`config.mk`:
```
export PLATFORM = sky130hd
export DESIGN_NAME = tdm_demux8_flat
export DESIGN_NICKNAME = d
export VERILOG_FILES = /design/src/rtl/tdm_demux8_pkg.sv /design/src/rtl/tdm_demux8_if.sv /design/src/rtl/tdm_demux8_slot_ctr.sv /design/src/rtl/tdm_demux8.sv /design/src/flat_wrapper.sv
export SDC_FILE = /design/constraint.sdc
export NUM_CORES = 1
export LEC_CHECK = 0
export CAP_MARGIN = 20
export CORE_MARGIN = 3
export CORE_UTILIZATION = 45
export DETAILED_ROUTE_END_ITERATION = 8
export HOLD_SLACK_MARGIN = 0.08
export PLACE_DENSITY = 0.71
export SKIP_CTS_REPAIR_TIMING = 1
export SLEW_MARGIN = 20
export SYNTH_ARGS = -nofsm -noshare
export SYNTH_HDL_FRONTEND = slang
export SYNTH_SLANG_ARGS = --single-unit
```
`constraint.sdc`:
```
create_clock -name clk -period 2.4 [get_ports clk]
set_input_delay 0.72 -clock clk [delete_from_list [all_inputs] [get_ports clk]]
set_output_delay 0.72 -clock clk [all_outputs]
set_load 0.01 [all_outputs]
```
`src/rtl/tdm_demux8_pkg.sv`:
```
// Shared constants and types for the 8-slot TDM receive demultiplexer.
// Slot count is fixed at 8, so the slot index is 3 bits wide.
package tdm_demux8_pkg;
  localparam int LANES = 8;
  localparam int SEL_W = 3;

  typedef logic [SEL_W-1:0] slot_t;

  typedef enum logic {
    ST_IDLE    = 1'b0,
    ST_COLLECT = 1'b1
  } state_e;

  localparam slot_t LAST_SLOT = slot_t'(LANES - 1);
endpackage

```
`src/rtl/tdm_demux8_if.sv`:
```
// Link-side inputs and frame-side outputs of the TDM demultiplexer.
// The master modport drives serial beats; the slave modport is the receiver.
interface tdm_demux8_if
  import tdm_demux8_pkg::*;
#(
  parameter int W     = 1,
  parameter int ERR_W = 8
);
  logic                 din_valid;
  logic                 sof;
  logic [W-1:0]         din;
  slot_t                slot;
  logic                 busy;
  logic [LANES*W-1:0]   dout;
  logic                 dout_valid;
  logic                 frame_err;
  logic [ERR_W-1:0]     err_count;

  modport master (
    output din_valid, sof, din,
    input  slot, busy, dout, dout_valid, frame_err, err_count
  );

  modport slave (
    input  din_valid, sof, din,
    output slot, busy, dout, dout_valid, frame_err, err_count
  );
endinterface

```
`src/rtl/tdm_demux8_slot_ctr.sv`:
```
// Slot index counter: load-to-1 for a new frame, clear at frame end, else increment.
// Load outranks clear, which outranks increment.
module tdm_slot_ctr
  import tdm_demux8_pkg::*;
(
  input  logic  clk,
  input  logic  rst,
  input  logic  load1,
  input  logic  clr,
  input  logic  inc,
  output slot_t slot
);
  slot_t slot_q, slot_d;

  always_comb begin
    slot_d = slot_q;
    if (load1)
      slot_d = slot_t'(1);
    else if (clr)
      slot_d = '0;
    else if (inc)
      slot_d = slot_q + slot_t'(1);
  end

  always_ff @(posedge clk or posedge rst) begin
    if (rst)
      slot_q <= '0;
    else
      slot_q <= slot_d;
  end

  assign slot = slot_q;
endmodule

```
`src/rtl/tdm_demux8.sv`:
```
// TDM receiver: collects 8 slots after a start-of-frame marker and publishes them
// as one registered word, flagging and counting frames broken by an early SOF.
module tdm_demux8
  import tdm_demux8_pkg::*;
#(
  parameter int W     = 1,
  parameter int ERR_W = 8
)(
  input  logic         clk,
  input  logic         rst,
  tdm_demux8_if.slave  bus
);
  state_e               state_q, state_d;
  logic [LANES*W-1:0]   dout_q, dout_d;
  logic                 dout_valid_q, dout_valid_d;
  logic                 frame_err_q, frame_err_d;
  logic [ERR_W-1:0]     err_count_q, err_count_d;
  logic [W-1:0]         shadow_q [LANES-1];
  logic [LANES*W-1:0]   frame_word;
  logic                 load1, clr, inc, shadow_we;
  slot_t                shadow_idx;
  slot_t                slot;

  tdm_slot_ctr u_slot_ctr (
    .clk   (clk),
    .rst   (rst),
    .load1 (load1),
    .clr   (clr),
    .inc   (inc),
    .slot  (slot)
  );

  // The last lane never lands in shadow: it goes straight from din into dout.
  genvar gi;
  generate
    for (gi = 0; gi < LANES - 1; gi++) begin : g_shadow
      always_ff @(posedge clk or posedge rst) begin
        if (rst)
          shadow_q[gi] <= '0;
        else if (shadow_we && shadow_idx == slot_t'(gi))
          shadow_q[gi] <= bus.din;
      end
      assign frame_word[gi*W +: W] = shadow_q[gi];
    end
  endgenerate
  assign frame_word[(LANES-1)*W +: W] = bus.din;

  always_comb begin
    state_d      = state_q;
    dout_d       = dout_q;
    dout_valid_d = 1'b0;
    frame_err_d  = 1'b0;
    err_count_d  = err_count_q;
    load1        = 1'b0;
    clr          = 1'b0;
    inc          = 1'b0;
    shadow_we    = 1'b0;
    shadow_idx   = slot;
    case (state_q)
      ST_IDLE: begin
        if (bus.din_valid && bus.sof) begin
          shadow_we  = 1'b1;
          shadow_idx = '0;
          load1      = 1'b1;
          state_d    = ST_COLLECT;
        end
      end
      ST_COLLECT: begin
        if (bus.din_valid) begin
          if (bus.sof) begin
            // Early SOF: drop the partial frame and restart on this beat.
            frame_err_d = 1'b1;
            if (err_count_q != '1)
              err_count_d = err_count_q + ERR_W'(1);
            shadow_we  = 1'b1;
            shadow_idx = '0;
            load1      = 1'b1;
          end else if (slot == LAST_SLOT) begin
            dout_d       = frame_word;
            dout_valid_d = 1'b1;
            clr          = 1'b1;
            state_d      = ST_IDLE;
          end else begin
            shadow_we = 1'b1;
            inc       = 1'b1;
          end
        end
      end
      default: state_d = ST_IDLE;
    endcase
  end

  always_ff @(posedge clk or posedge rst) begin
    if (rst) begin
      state_q      <= ST_IDLE;
      dout_q       <= '0;
      dout_valid_q <= 1'b0;
      frame_err_q  <= 1'b0;
      err_count_q  <= '0;
    end else begin
      state_q      <= state_d;
      dout_q       <= dout_d;
      dout_valid_q <= dout_valid_d;
      frame_err_q  <= frame_err_d;
      err_count_q  <= err_count_d;
    end
  end

  assign bus.slot       = slot;
  assign bus.busy       = (state_q == ST_COLLECT);
  assign bus.dout       = dout_q;
  assign bus.dout_valid = dout_valid_q;
  assign bus.frame_err  = frame_err_q;
  assign bus.err_count  = err_count_q;
endmodule

```
`src/flat_wrapper.sv`:
```
// flat-port wrapper written by rule: the top's interface ports become plain ports
module tdm_demux8_flat import tdm_demux8_pkg::*;
#(
  parameter int W     = 1,
  parameter int ERR_W = 8
)
  (clk, rst, bus_din_valid, bus_sof, bus_din, bus_slot, bus_busy, bus_dout, bus_dout_valid, bus_frame_err, bus_err_count);
  tdm_demux8_if #(.W(W), .ERR_W(ERR_W)) bus_i ();
  input  logic clk;
  input  logic rst;
  input wire logic [$bits(bus_i.din_valid)-1:0] bus_din_valid;
  input wire logic [$bits(bus_i.sof)-1:0] bus_sof;
  input wire logic [$bits(bus_i.din)-1:0] bus_din;
  output wire logic [$bits(bus_i.slot)-1:0] bus_slot;
  output wire logic [$bits(bus_i.busy)-1:0] bus_busy;
  output wire logic [$bits(bus_i.dout)-1:0] bus_dout;
  output wire logic [$bits(bus_i.dout_valid)-1:0] bus_dout_valid;
  output wire logic [$bits(bus_i.frame_err)-1:0] bus_frame_err;
  output wire logic [$bits(bus_i.err_count)-1:0] bus_err_count;
  assign bus_i.din_valid = bus_din_valid;
  assign bus_i.sof = bus_sof;
  assign bus_i.din = bus_din;
  assign bus_slot = bus_i.slot;
  assign bus_busy = bus_i.busy;
  assign bus_dout = bus_i.dout;
  assign bus_dout_valid = bus_i.dout_valid;
  assign bus_frame_err = bus_i.frame_err;
  assign bus_err_count = bus_i.err_count;
  tdm_demux8 #(.W(W), .ERR_W(ERR_W)) u_core (.clk(clk), .rst(rst), .bus(bus_i));
endmodule
```
Word-level counts from Yosys, hierarchy flattened
Cells that the tools add are included.
{ "classes": {"n_addsub": 2, "n_eq_ne": 8, "n_mux": 25, "n_bitwise": 2, "reduce_logical": 12} }
{ "ops": {"columns": ["op", "n"], "rows": [
  ["$mux W3", 6],
  ["$mux W1", 15],
  ["$eq A3 B3 Y1 const B", 4],
  ["$add A8 B1 Y8 const B", 1],
  ["$logic_and A1 B1 Y1", 8],
  ["$ne A8 B8 Y1 const B", 1],
  ["$reduce_and A4 Y1", 2],
  ["$eq A3 B2 Y1 const B", 2],
  ["$pmux W1 S2", 3],
  ["$pmux W3 S2", 1],
  ["$add A3 B1 Y3 const B", 1],
  ["$eq A3 B1 Y1 const B", 1],
  ["$logic_not A3 Y1", 1],
  ["$reduce_bool A3 Y1", 1],
  ["$not A1 Y1", 2]
]} }
{ "totals": {"register_bits": 29, "out_inout_bits": 22, "word_cells": 62} }

Depth between registers and ports, before layout
{ "depth": {"word_depth": 8, "mapped_depth": 6, "mapped_depth_nobuf": 5} }

Modules after synthesis
From an unflattened synthesis, not the netlist that was laid out.
{ "unflattened": {"hier_cells": 102, "area_unflattened_um2": 1315.0} }
{ "by_module_without_submodules": {"columns": ["mod", "n_inst", "cells_each", "area_each_um2", "seq_area_each_um2"], "rows": [
  ["tdm_demux8", 1, 89, 1164.9, 650.6],
  ["tdm_slot_ctr", 1, 13, 150.1, 75.1]
]} }

Least setup slack after synthesis
OpenSTA, ideal clock, no wires.
{ "synth_timing": {"kind": "register to register", "startpoint": "register u_core.u_slot_ctr.slot_q[1] (netlist: u_core.u_slot_ctr.slot[1])", "endpoint": "register u_core.shadow_q (netlist bit u_core.frame_word[0])", "setup_ps": 127, "arrival_ps": 1896, "required_time_ps": 2273, "path_slack_ps": 376, "path_stages_with_launch": 7, "path_buffers": 1, "period_less_slack_ps": 2024, "cell_sequence": "dfrtp_1 > ha_1 > ha_1 > buf_6 > or4_4 > o21ai_2 > mux2_1"} }
{ "synth_between": {"elab_chain_cells": 6} }
{ "synth_lines": {"columns": ["item", "line", "source"], "rows": [
  ["start: declaration", "tdm_demux8_slot_ctr.sv:13", "slot_t slot_q, slot_d;"],
  ["start signal: assignment", "tdm_demux8_slot_ctr.sv:29", "slot_q <= slot_d;"],
  ["$eq A3 B3 Y1", "tdm_demux8.sv:78", "end else if (slot == LAST_SLOT) begin"],
  ["$mux W1", "tdm_demux8.sv:78", null],
  ["$mux W1", "tdm_demux8.sv:70", "if (bus.sof) begin"],
  ["$mux W1", "tdm_demux8.sv:69", "if (bus.din_valid) begin"],
  ["$pmux W1 S2", "tdm_demux8.sv:59", "case (state_q)"],
  ["$logic_and A1 B1 Y1 (*)", "tdm_demux8.sv:40", "else if (shadow_we && shadow_idx == slot_t'(gi))"],
  ["end signal: indexed assignment", "tdm_demux8.sv:41", "shadow_q[gi] <= bus.din;"],
  ["end: declaration", "tdm_demux8.sv:18", "logic [W-1:0] shadow_q [LANES-1];"]
]} }
Mark *: on every way between the ends. The rest lies on a longest branch, timed or not.
A chain may end at the register's enable or synchronous reset.

Worst setup path in the final report
{ "layout_timing": {"startpoint": "register u_core.state_q (netlist: u_core.bus.busy)", "endpoint": "output bus_busy"} }
{ "layout_lines": {"columns": ["item", "line", "source"], "rows": [
  ["start: declaration", "tdm_demux8.sv:13", "state_e state_q, state_d;"],
  ["start signal: assignment", "tdm_demux8.sv:101", "state_q <= state_d;"],
  ["end: declaration", "flat_wrapper.sv:15", "output wire logic [$bits(bus_i.busy)-1:0] bus_busy;"]
]} }
No word-level cell between the ends.

==> results.toml <==
[sta]
fmax_mhz = 466.8
timing.final.crit_share_pct = 89.26
timing.final.hold_violations = 0
fin_tns_setup_ps = 0
timing.clock.skew_ps = 12.82
grt_setup_unrepaired = "no"
finalSetupViolations = 0
relSlewSlack_pct = 75.11
timing.final.max_slew_violations = 0
layout_setup_ws_ps = 257.8
hold_worst_slack_ps = 489.1
final.min_clock_period_ps = 2142
tightestPinTransition_ps = 373.3

[yosys]
postSynthNetCount = 122
largest_cells_by_area_after_synthesis = "dfrtp_1 (54%), mux2_2 (14%), ha_1 (2.8%)"
ys_types = 33
ys_seq_area_share_pct = 53.75
synth_seq_cells = 29
postSynthCellCount = 114
postSynthAreaPerCell_um2 = 11.84
synth-warning-count = 0
synth.most_common_cell = "dfrtp_1"
synth_largest_type_area_fraction_pct = 53.75
synth_top_flop_cell = "dfrtp_1"
yosysTopAreaCell = "dfrtp_1"
number_of_enable_type_register_cells_in_the_synthesized_netlist = 0
syn_area_mm2 = 0.001350
synthTopCellsByCount = "dfrtp_1 (29), mux2_2 (17), inv_1 (9)"
synth-async-reset-ratio_pct = 100.0

[layout]
final_layout_size_suffix_gt1_share_pct = 21.77
finalNonFillerCells = 178
syn_to_final_growth_pct = 28.54
finalCoreUtilization_pct = 61.86
stdcell_area_mm2 = 0.001735
design.final.nets = 154
n_antenna_cell = 0

[run]
reported_max_cap_violation_count = 0

[min_path]
timing.hold.worst_path_depth = 1
hp-class = "reg -> reg"
min-delay-start = "u_core.frame_word[0]$_DFFE_PP0P_"

[clocking]
cts_root_buffer = "clkbuf_4"
cts.sink_count = 29
max-clock-path-buffers = 2
cts_max_level = 2
clk_pin_slew_worst_setup_hold_paths_ps = 100
tritoncts.num_buffers = 5
cts_tree = "yes"
worst_skew_pair.late_latency_ps = 330

[placement]
dpl_worst_slack_ps = 88.86
hpwl_dp_um = 1887
place.gp.congestion = 0.8763
placedCellCount = 170
placement.io_buffers = 26
post_dp_cell_area_mm2 = 0.001650

[route]
drt-total-wl_um = 2698
route.detailed.vias_per_inst = 5.640
route.met3.wl_um = 168
dr.first_iter.drc_count = 43
remaining_drc_errors = 0
post_drt_wl_per_cell_um = 15.16
dr_total_vias = 1004
maxUsedRoutingLayer = "met4"
met1Wirelength_um = 1101
route.antenna.remaining_nets = 0
met2_wirelength_um = 1373
drt_pass1_iterations = 4

[worst_setup_path]
critical_path.startpoint_type = "flop"
cp_num_cells = 1
required_time_at_the_endpoint_of_the_critical_path_ps = 1680
critical_path_peak_fanout = 10
cp_data_arrival_time_ps = 1420
capturing_element_type_of_the_critical_path = "output port"
worst_path_max_delay_cell = "clkdlybuf4s50_1"
worst_path_largest_cell_delay_ps = 590
critical_path.reg2reg.startpoint = "u_core.u_slot_ctr.slot[1]$_DFFE_PP0P_"
reg2reg_path_depth = 5
crit_buf_inv = 1
crit_path_cells = "clkdlybuf4s50_1"
setup.worst_path.class = "reg -> out"
critical_path.startpoint = "u_core.bus.busy$_DFF_PP0_"
crit_family = "buffers and inverters"

[global_route]
global_route.usage.total_pct = 17.06
first_global_vias = 1025
grt_first_pass_wirelength_um = 4505
grt-ovfl-total = 0
grt_antenna_before_repair = 0
grt_start_max_net_pins = 30

[pwr]
irDropWorstVdd_mv = 0.6743
power_density_mw_per_mm2 = 1006
sequentialPowerShare_pct = 43.5
p_leak_nw = 0.7986
power_frac_clock_pct = 23.9
switching_share_pct = 31.11
p_int_mw = 1.203
power_mw = 1.746
comb_power_share_pct = 32.6
power.switching_mw = 0.5433

[outcome]
outcome = "completed"

[die]
die-area_mm2 = 0.003694
floorplan.die.width_um = 60.78
pin_count = 27
floorplan.initialDensity_pct = 48.13
coreArea_mm2 = 0.002805
fp-row-count = 19
vertical_die_dimension_um = 60.78
area by class of cell:
| type | instances | area (µm²) |
|---|---|---|
| fillers | 253 | 1070 |
| flip-flops and latches | 29 | 725.7 |
| multi-input cells | 70 | 554.3 |
| repair buffers | 31 | 297.8 |
| clock buffers | 7 | 55.05 |
| well taps | 31 | 38.79 |
| inverters | 9 | 33.78 |
| clock inverters | 1 | 30.03 |
power groups by stage:
stage                     combinational, mW  clock, mW  sequential [mW]
after floorplan                       0.268          0            0.785
after global placement                0.551          0            0.761
after detailed placement              0.568          0            0.767
after CTS                             0.575      0.426            0.761
after global routing                  0.618      0.449            0.790
final                                 0.568      0.417            0.760
kinds of logic (layout without fill, tap and decap cells):
| family | after synthesis | in the layout | synth area share (%) |
|---|---|---|---|
| AO/OA/AOI/OAI | 13 | 13 | 6.951 |
| flip-flops | 29 | 29 | 53.75 |
| buffers and inverters | 15 | 48 | 5.189 |
| multiplexers | 19 | 19 | 15.76 |
| adder cells (fa/ha/maj) | 3 | 3 | 2.781 |
| AND/OR/NAND/NOR | 33 | 33 | 14.27 |
| XOR/XNOR | 2 | 2 | 1.298 |
metal layers:
metal	vias up	GRT usage, %
met5	-	0
met4	0	8.978
met3	7	7.660
met2	33	27.33
met1	489	19.08
li1	475	-
cells in the final DEF, fill, tap and decap left out, types with 2 or more instances in the layout:
master,count
nor4b_1,3
clkbuf_4,5
nor4_1,2
mux2_2,17
nand4_1,5
nand2_1,8
dfrtp_1,29
clkdlybuf4s50_1,26
o21ai_0,5
ha_1,3
buf_4,5
nand2b_1,2
nand3_1,2
inv_1,9
nor2_1,4
flip-flops by register name, summed over array words and instances, names as in the netlist:
register	flops
u_core.bus.busy	1
u_core.bus.dout	8
u_core.bus.dout_valid	1
u_core.bus.err_count	8
u_core.bus.frame_err	1
u_core.frame_word	7
u_core.u_slot_ctr.slot	3
final timing paths:
check / endpoint / slack (ps)
worst max-delay path: bus_busy / 260
worst min-delay path: u_core.frame_word[0]$_DFFE_PP0P_ / 490
worst max register to register: u_core.frame_word[0]$_DFFE_PP0P_ / 300
worst min register to register: u_core.frame_word[0]$_DFFE_PP0P_ / 490
max in group asynchronous: u_core.frame_word[4]$_DFFE_PP0P_ / 1370
min in group asynchronous: u_core.bus.busy$_DFF_PP0_ / 750
Note: power is estimated with default switching activity, not from simulation.
